===== src/rtl/dice_roll_capture.sv =====
// -----------------------------------------------------------------------------
// dice_roll_capture
//   Sits between a debounced roll button and the display. While a roll is
//   requested it enables the external dice counter for at least
//   MIN_ROLL_CYCLES cycles. On release it freezes the counter, captures its
//   face and holds the result on screen for HOLD_CYCLES cycles. It also keeps
//   a saturating roll count and flags doubles and invalid faces.
//
// Parameters
//   MIN_ROLL_CYCLES : minimum cycles spent spinning (>= 1)
//   HOLD_CYCLES     : cycles the result is shown, roll ignored (>= 1)
//
// Ports
//   clk          : system clock, rising edge
//   reset        : asynchronous active-high reset
//   roll         : roll request level (synchronous to clk)
//   num[2:0]     : dice counter output, valid faces 1..6
//   en           : counter enable (registered)
//   result[2:0]  : last valid captured face, 0 = none yet
//   result_valid : one-cycle pulse on a valid capture
//   err          : one-cycle pulse on an invalid capture (num 0 or 7)
//   double       : last two valid results were equal
//   roll_count   : number of valid captures, saturates at 255
//   seg[6:0]     : active-high segments {g,f,e,d,c,b,a} for result
//   busy         : high whenever the FSM is not idle
// -----------------------------------------------------------------------------
module dice_roll_capture #(
   parameter int unsigned MIN_ROLL_CYCLES = 8,
   parameter int unsigned HOLD_CYCLES     = 16
) (
   input  logic       clk,
   input  logic       reset,
   input  logic       roll,
   input  logic [2:0] num,
   output logic       en,
   output logic [2:0] result,
   output logic       result_valid,
   output logic       err,
   output logic       double,
   output logic [7:0] roll_count,
   output logic [6:0] seg,
   output logic       busy
);

   localparam int unsigned CNT_MAX = (MIN_ROLL_CYCLES > HOLD_CYCLES) ?
                                     MIN_ROLL_CYCLES : HOLD_CYCLES;
   localparam int unsigned CNT_W   = (CNT_MAX > 1) ? $clog2(CNT_MAX) : 1;

   typedef enum logic [1:0] {
      S_IDLE,
      S_ROLLING,
      S_CAPTURE,
      S_SHOW
   } state_t;

   state_t           r_state;
   state_t           w_state_next;
   logic [CNT_W-1:0] r_cnt;
   logic             r_en;
   logic [2:0]       r_result;
   logic             r_result_valid;
   logic             r_err;
   logic             r_double;
   logic [7:0]       r_roll_count;

   logic             w_roll_done;
   logic             w_show_done;
   logic             w_capture;
   logic             w_face_ok;
   logic             w_busy;
   logic [6:0]       w_seg;

   assign w_roll_done = (r_cnt == CNT_W'(MIN_ROLL_CYCLES - 1));
   assign w_show_done = (r_cnt == CNT_W'(HOLD_CYCLES - 1));

   // --------------------------------------------------------------------------
   // State register. en is registered from the next state so that it rises on
   // the same edge that enters ROLLING and falls on the edge that leaves it.
   // --------------------------------------------------------------------------
   always_ff @(posedge clk or posedge reset) begin
      if (reset) begin
         r_state <= S_IDLE;
         r_en    <= 1'b0;
      end else begin
         r_state <= w_state_next;
         r_en    <= (w_state_next == S_ROLLING);
      end
   end

   // --------------------------------------------------------------------------
   // Next-state logic
   // --------------------------------------------------------------------------
   always_comb begin
      w_state_next = r_state;
      unique case (r_state)
         S_IDLE: begin
            if (roll) w_state_next = S_ROLLING;
         end
         S_ROLLING: begin
            // An early release keeps spinning until the minimum is met.
            if (!roll && w_roll_done) w_state_next = S_CAPTURE;
         end
         S_CAPTURE: begin
            w_state_next = S_SHOW;
         end
         S_SHOW: begin
            if (w_show_done) w_state_next = S_IDLE;
         end
         default: w_state_next = S_IDLE;
      endcase
   end

   // --------------------------------------------------------------------------
   // Output / control decode
   // --------------------------------------------------------------------------
   always_comb begin
      w_busy    = (r_state != S_IDLE);
      w_capture = (r_state == S_CAPTURE);
      w_face_ok = (num != 3'd0) && (num != 3'd7);
   end

   // --------------------------------------------------------------------------
   // Shared cycle counter: cleared on every state change, so it starts at 0
   // on entry to ROLLING and SHOW. Saturates while spinning.
   // --------------------------------------------------------------------------
   always_ff @(posedge clk or posedge reset) begin
      if (reset) begin
         r_cnt <= '0;
      end else if (w_state_next != r_state) begin
         r_cnt <= '0;
      end else if (r_state == S_ROLLING) begin
         if (!w_roll_done) r_cnt <= r_cnt + CNT_W'(1);
      end else if (r_state == S_SHOW) begin
         r_cnt <= r_cnt + CNT_W'(1);
      end
   end

   // --------------------------------------------------------------------------
   // Capture datapath. num is sampled at the exit edge of CAPTURE, one cycle
   // after en fell, so the counter is already frozen.
   // --------------------------------------------------------------------------
   always_ff @(posedge clk or posedge reset) begin
      if (reset) begin
         r_result       <= '0;
         r_result_valid <= 1'b0;
         r_err          <= 1'b0;
         r_double       <= 1'b0;
         r_roll_count   <= '0;
      end else begin
         r_result_valid <= 1'b0;
         r_err          <= 1'b0;
         if (w_capture) begin
            if (w_face_ok) begin
               r_result       <= num;
               r_result_valid <= 1'b1;
               r_double       <= (r_roll_count != 8'd0) && (num == r_result);
               if (r_roll_count != 8'hFF) r_roll_count <= r_roll_count + 8'd1;
            end else begin
               r_err <= 1'b1;
            end
         end
      end
   end

   // --------------------------------------------------------------------------
   // Seven-segment decode, {g,f,e,d,c,b,a}
   // --------------------------------------------------------------------------
   always_comb begin
      w_seg = 7'b0000000;
      unique case (r_result)
         3'd1:    w_seg = 7'b0000110;
         3'd2:    w_seg = 7'b1011011;
         3'd3:    w_seg = 7'b1001111;
         3'd4:    w_seg = 7'b1100110;
         3'd5:    w_seg = 7'b1101101;
         3'd6:    w_seg = 7'b1111101;
         default: w_seg = 7'b0000000;
      endcase
   end

   assign en           = r_en;
   assign result       = r_result;
   assign result_valid = r_result_valid;
   assign err          = r_err;
   assign double       = r_double;
   assign roll_count   = r_roll_count;
   assign seg          = w_seg;
   assign busy         = w_busy;

endmodule


===== config.mk =====
export PLATFORM = sky130hd
export DESIGN_NAME = dice_roll_capture
export DESIGN_NICKNAME = d
export VERILOG_FILES = /design/src/rtl/dice_roll_capture.sv
export SDC_FILE = /design/constraint.sdc
export NUM_CORES = 1
export LEC_CHECK = 0
export ABC_AREA = 1
export CAP_MARGIN = 20
export CORE_MARGIN = 10
export CORE_UTILIZATION = 41
export CTS_BUF_LIST = sky130_fd_sc_hd__clkbuf_16
export DETAILED_ROUTE_END_ITERATION = 12
export PLACE_DENSITY_LB_ADDON = 0.25
export SETUP_SLACK_MARGIN = 0.4
export SLEW_MARGIN = 30
export SYNTH_ARGS = -nofsm -noshare
export SYNTH_HDL_FRONTEND = slang
export SYNTH_SLANG_ARGS = --single-unit

===== constraint.sdc =====
create_clock -name clk -period 1.52 [get_ports clk]
set_input_delay 0.38 -clock clk [delete_from_list [all_inputs] [get_ports clk]]
set_output_delay 0.38 -clock clk [all_outputs]
set_load 0.01 [all_outputs]

Yosys cells after proc, flatten, opt, wreduce, memory -nomap -nowiden
Cells that the tools add are included.
{"block": "totals", "ff_bits": 21, "n_memories": 0, "rom_bits": 0, "out_inout_bits": 23, "mem_bits_rw": 0, "in_bits": 6, "latch_bits": 0}
{"block": "classes", "bitwise": 0, "n_reduce_logical": 12, "n_lt_le_gt_ge": 0, "shifts": 0, "n_mux": 13, "n_div": 0, "eq_ne": 17, "n_addsub": 2, "n_mul": 0}
{"operator": "$pmux W7 S6", "n": 1}
{"operator": "$mux W4", "n": 4}
{"operator": "$eq A3 B3 Y1 const B", "n": 3}
{"operator": "$add A8 B1 Y8 const B", "n": 1}
{"operator": "$ne A8 B8 Y1 const B", "n": 1}
{"operator": "$pmux W2 S4", "n": 1}
{"operator": "$reduce_bool A8 Y1", "n": 1}
{"operator": "$eq A3 B2 Y1 const B", "n": 2}
{"operator": "$mux W2", "n": 3}
{"operator": "$ne A3 B3 Y1 const B", "n": 2}
{"operator": "$reduce_bool A3 Y1", "n": 2}
{"operator": "$add A4 B1 Y4 const B", "n": 1}
{"operator": "$eq A2 B1 Y1 const B", "n": 2}
{"operator": "$eq A2 B2 Y1 const B", "n": 2}
{"operator": "$eq A4 B3 Y1 const B", "n": 1}
{"operator": "$eq A4 B4 Y1 const B", "n": 1}
{"operator": "$mux W1", "n": 4}
{"operator": "$reduce_and A2 Y1", "n": 2}
{"operator": "$eq A3 B1 Y1 const B", "n": 1}
{"operator": "$eq A3 B3 Y1", "n": 1}
{"operator": "$logic_and A1 B1 Y1", "n": 3}
{"operator": "$reduce_and A3 Y1", "n": 1}
{"operator": "$logic_not A2 Y1", "n": 1}
{"operator": "$ne A2 B2 Y1", "n": 1}
{"operator": "2 further kinds", "n": 2}

Longest topological paths before layout
{"block": "logic_depth", "ltp_word": 7, "ltp_mapped": 8, "mapped_depth_nobuf": 8}

Worst setup path before layout
Ideal clock, no wire load.
{"block": "synth_timing", "path_type": "flip-flop to output port", "startpoint": "reg r_result[0] (netlist: result[0])", "endpoint": "out seg[3]", "required_ps": 1140, "stages_incl_launch_ff": 5, "path_slack_ps": -134, "path_buffers": 1, "t_arrival_ps": 1274, "path_cell_list": "dfrtp_1 inv_1 o21ai_0 a21boi_0 buf_4"}
{"block": "synth_via", "elab_chain_len": 2, "word_cells_on_any_way": 7, "classes_between": "eq/ne (6); mux (1)"}
{"element": "start: declaration", "line_no": "60", "rtl": "logic [2:0] r_result;"}
{"element": "start signal: assignment", "line_no": "154", "rtl": "r_result <= num;"}
{"element": "$eq A3 B3 Y1, or another cell as far along", "line_no": "170", "rtl": "unique case (r_result)"}
{"element": "$pmux W7 S6 (*)", "line_no": "170"}
{"element": "end: declaration", "line_no": "41", "rtl": "output logic [6:0] seg,"}
Every way passes the cells marked *; elsewhere a longest branch is shown, timed or not.

Worst setup path in the final report
Same ends and word-level chain as after synthesis.

==> impl_metrics.toml <==
[run_status]
status = "complete, but fails checks"
violations = "negative setup slack"

[sta]
setup_tns_ns = -0.103
tightest_slew_ns = 0.271
clock.fmax_mhz = 641
rsz0062_at_grt = "yes"
setup_ws_ns = -0.0412
hold_viol_final = 0
finClkSkew_ns = 0.00456
slew_headroom = 0.819
period_minus_slack_ns = 1.56
period_share = 1.03
setup_viol = 4
slew_violations = 0

[global_routing]
grt_pass1_vias = 1363
antenna_found_initial = 0
track_usage = 0.123
grt_pass1_wl_um = 6080
grt_max_degree = 22
grt_remaining_overflow = 0

[cts]
htreeDepth = 1
clockRootBuffer = "clkbuf_16"
cts_tree = "built"
worstSkewPairLatency_ns = 0.26
cts.clk_slew.worst_paths_ns = 0.06
clockBufferDepth = 2
hold_buffers = 0
numCtsBuffers = 3
cts.sinks = 21

[critical_path]
arrival_ns = 1.18
max_stage_delay_ns = 0.39
cp-end-kind = "output port"
cp_top_family = "flip-flops"
crit_chain = "inv_2 > nand3_2 > a21boi_2 > buf_2"
crit_slowest_cell = "dfrtp_1"
rr_startpoint = "result[0]"
path_class = "reg -> out"
crit_fanout = 5
worst_setup_path_start_kind = "register"
crit_start = "result[0]"
crit_buf_inv = 2
worstPathRequired_ns = 1.14

[synth]
syn_nets = 185
ys.flop_type = "dfrtp_1"
synth_edf_count = 0
ys_seq_area_frac = 0.410
ys_ff_latch = 21
yosysUniqueCellTypes = 28
ys.warnings.count = 0
synth_area_mm2 = 0.00128
syn_area_per_cell_um2 = 7.28
syn_inst = 176
async_reset_ff_frac = 1.00

[floorplanning]
core-area_mm2 = 0.00303
die_x_um = 75.9
row_count = 20
floorplan.initialDensity = 0.423
ioPinCount = 29
die_area_mm2 = 0.00576
dieHeight_um = 75.9

[placement]
gp_congestion = 0.807
post_dp_cell_area_mm2 = 0.00181
hpwl_um = 2490
port_buffers = 28

[pwr]
intPower_w = 0.00231
swShare = 0.403
power_frac_seq = 0.242
vdd_drop_max_mv = 0.893
clock_power_share = 0.146
power_frac_comb = 0.613
p_per_area_mw_per_mm2 = 1650
p_switching_w = 0.00156
p_leak_nw = 1.26

[final_layout]
design_area_mm2 = 0.00234
drive_above_1_share = 0.561
diodes = 0
layout.nets = 265
nFillCells = 193
area_growth_pct = 82.7

[detailed_routing]
drt_iter0_drc = 86
routedWlPerCell_um = 14.1
num_vias = 1447
first_pass_iters = 4
ant_nets = 0
vias_per_cell = 4.84
drt_wl_total_um = 4210
drc = 0

[min_path]
hp-class = "in -> async"

[flow_run]
drv_cap = 0
power by group through the flow:
stage | Sequential (W) | Clock (W) | Combinational, W
floorplan | 0.000938 | 0 | 0.000815
global placement | 0.000883 | 0 | 0.00159
detailed placement | 0.000904 | 0 | 0.00163
CTS | 0.000897 | 0.000568 | 0.00196
global route | 0.000954 | 0.000581 | 0.00257
finish | 0.000933 | 0.000564 | 0.00237
synth_stat cells, types with 2 or more instances:
| cell type | number | area [um^2] |
|---|---|---|
| ha_1 | 3 | 37.5 |
| a21oi_1 | 2 | 10.0 |
| nand3_1 | 8 | 40.0 |
| nand4_1 | 2 | 12.5 |
| nand3b_1 | 3 | 22.5 |
| o211ai_1 | 2 | 15.0 |
| xor2_1 | 3 | 26.3 |
| nand2_1 | 69 | 259 |
| nor2_1 | 18 | 67.6 |
| inv_1 | 22 | 82.6 |
| o21ai_0 | 6 | 30.0 |
| dfrtp_1 | 21 | 526 |
| nand3_2 | 2 | 20.0 |
routing by layer:
layer,vias up,global-route usage,part of all wire
met2,32,0.218,0.54
met3,4,0.0330,0.047
li1,702,-,-
met4,0,0.0455,0.010
met1,709,0.137,0.41
met5,-,0,0
cell families after synthesis:
family,share of synthesized area
xor gates and xnor gates,0.0273
buffers and inverters,0.0850
AOI/OAI and AO/OA,0.0713
and+or+nand+nor,0.377
DFF,0.410
adders and majority gates,0.0293
stage by stage:
| step | hold slack [ns] | setup slack [ns] | instances | utilization | power [W] |
|---|---|---|---|---|---|
| floorplan | 0.356 | 0.181 | 176 | - | 0.00175 |
| global placement | 0.468 | -0.137 | 266 | 0.597 | 0.00247 |
| detailed placement | 0.504 | -0.187 | 266 | 0.597 | 0.00253 |
| CTS | 0.491 | -0.0145 | 287 | 0.681 | 0.00343 |
| global route | 0.506 | -0.102 | 299 | 0.773 | 0.00411 |
| finish | 0.475 | -0.0412 | 299 | 0.773 | 0.00386 |
path summary, 6_finish.rpt:
check                           endpoint  slack [ns]  cells past startpoint
hold / removal             roll_count[4]        0.48                      3
hold reg to reg                   double        0.61                      3
setup / recovery                  seg[3]       -0.04                      4
max in group asynchronous  roll_count[0]        0.80                      3
min in group clk                  double        0.61                      3
setup reg to reg                  double        0.24                      9
worst reg2reg max path: cells and delay by family, from the launching register on:
family	cells	cell delay, ns
and+or+nand+nor	6	0.55
DFF	1	0.37
buffers and inverters	3	0.29
layout by cell type (no fill, tap or decap), types with 2 or more instances in the layout:
master / count
nand2_1: 48
buf_4: 31
buf_6: 30
dfrtp_1: 17
nand2_2: 14
inv_1: 13
buf_2: 11
nor2_1: 10
nand2_4: 8
nor2_2: 7
inv_2: 6
nand3_4: 5
inv_4: 5
o21ai_2: 4
dlygate4sd2_1: 4
dfrtp_2: 4
nand3_1: 3
xor2_1: 3
nand3_2: 3
nor2_4: 3
nand3b_1: 3
ha_4: 3
clkbuf_16: 3
nand4_1: 2
o21ai_0: 2
o211ai_1: 2
registers in the layout, summed over array words and instances (netlist names):
signal,count
double,1
en,1
err,1
r_cnt,4
r_state,2
result,3
result_valid,1
roll_count,8
repair_timing:
action,CTS,global route
pin swaps,26,25
endpoints found under the setup margin,44,42
buffers inserted,17,12
cloned,0,0
resized for setup,144,49
area by class of cell:
cell class | instances | area [um^2] | area share
clock buffers | 3 | 75.1 | 0.0321
clock inverters | 1 | 5.00 | 0.00214
inverters | 24 | 103 | 0.0438
multi-input cells | 129 | 902 | 0.385
flip-flops and latches | 21 | 531 | 0.227
well taps | 44 | 55.1 | 0.0235
repair buffers | 77 | 671 | 0.286
Power figures use the tool's default switching activity.
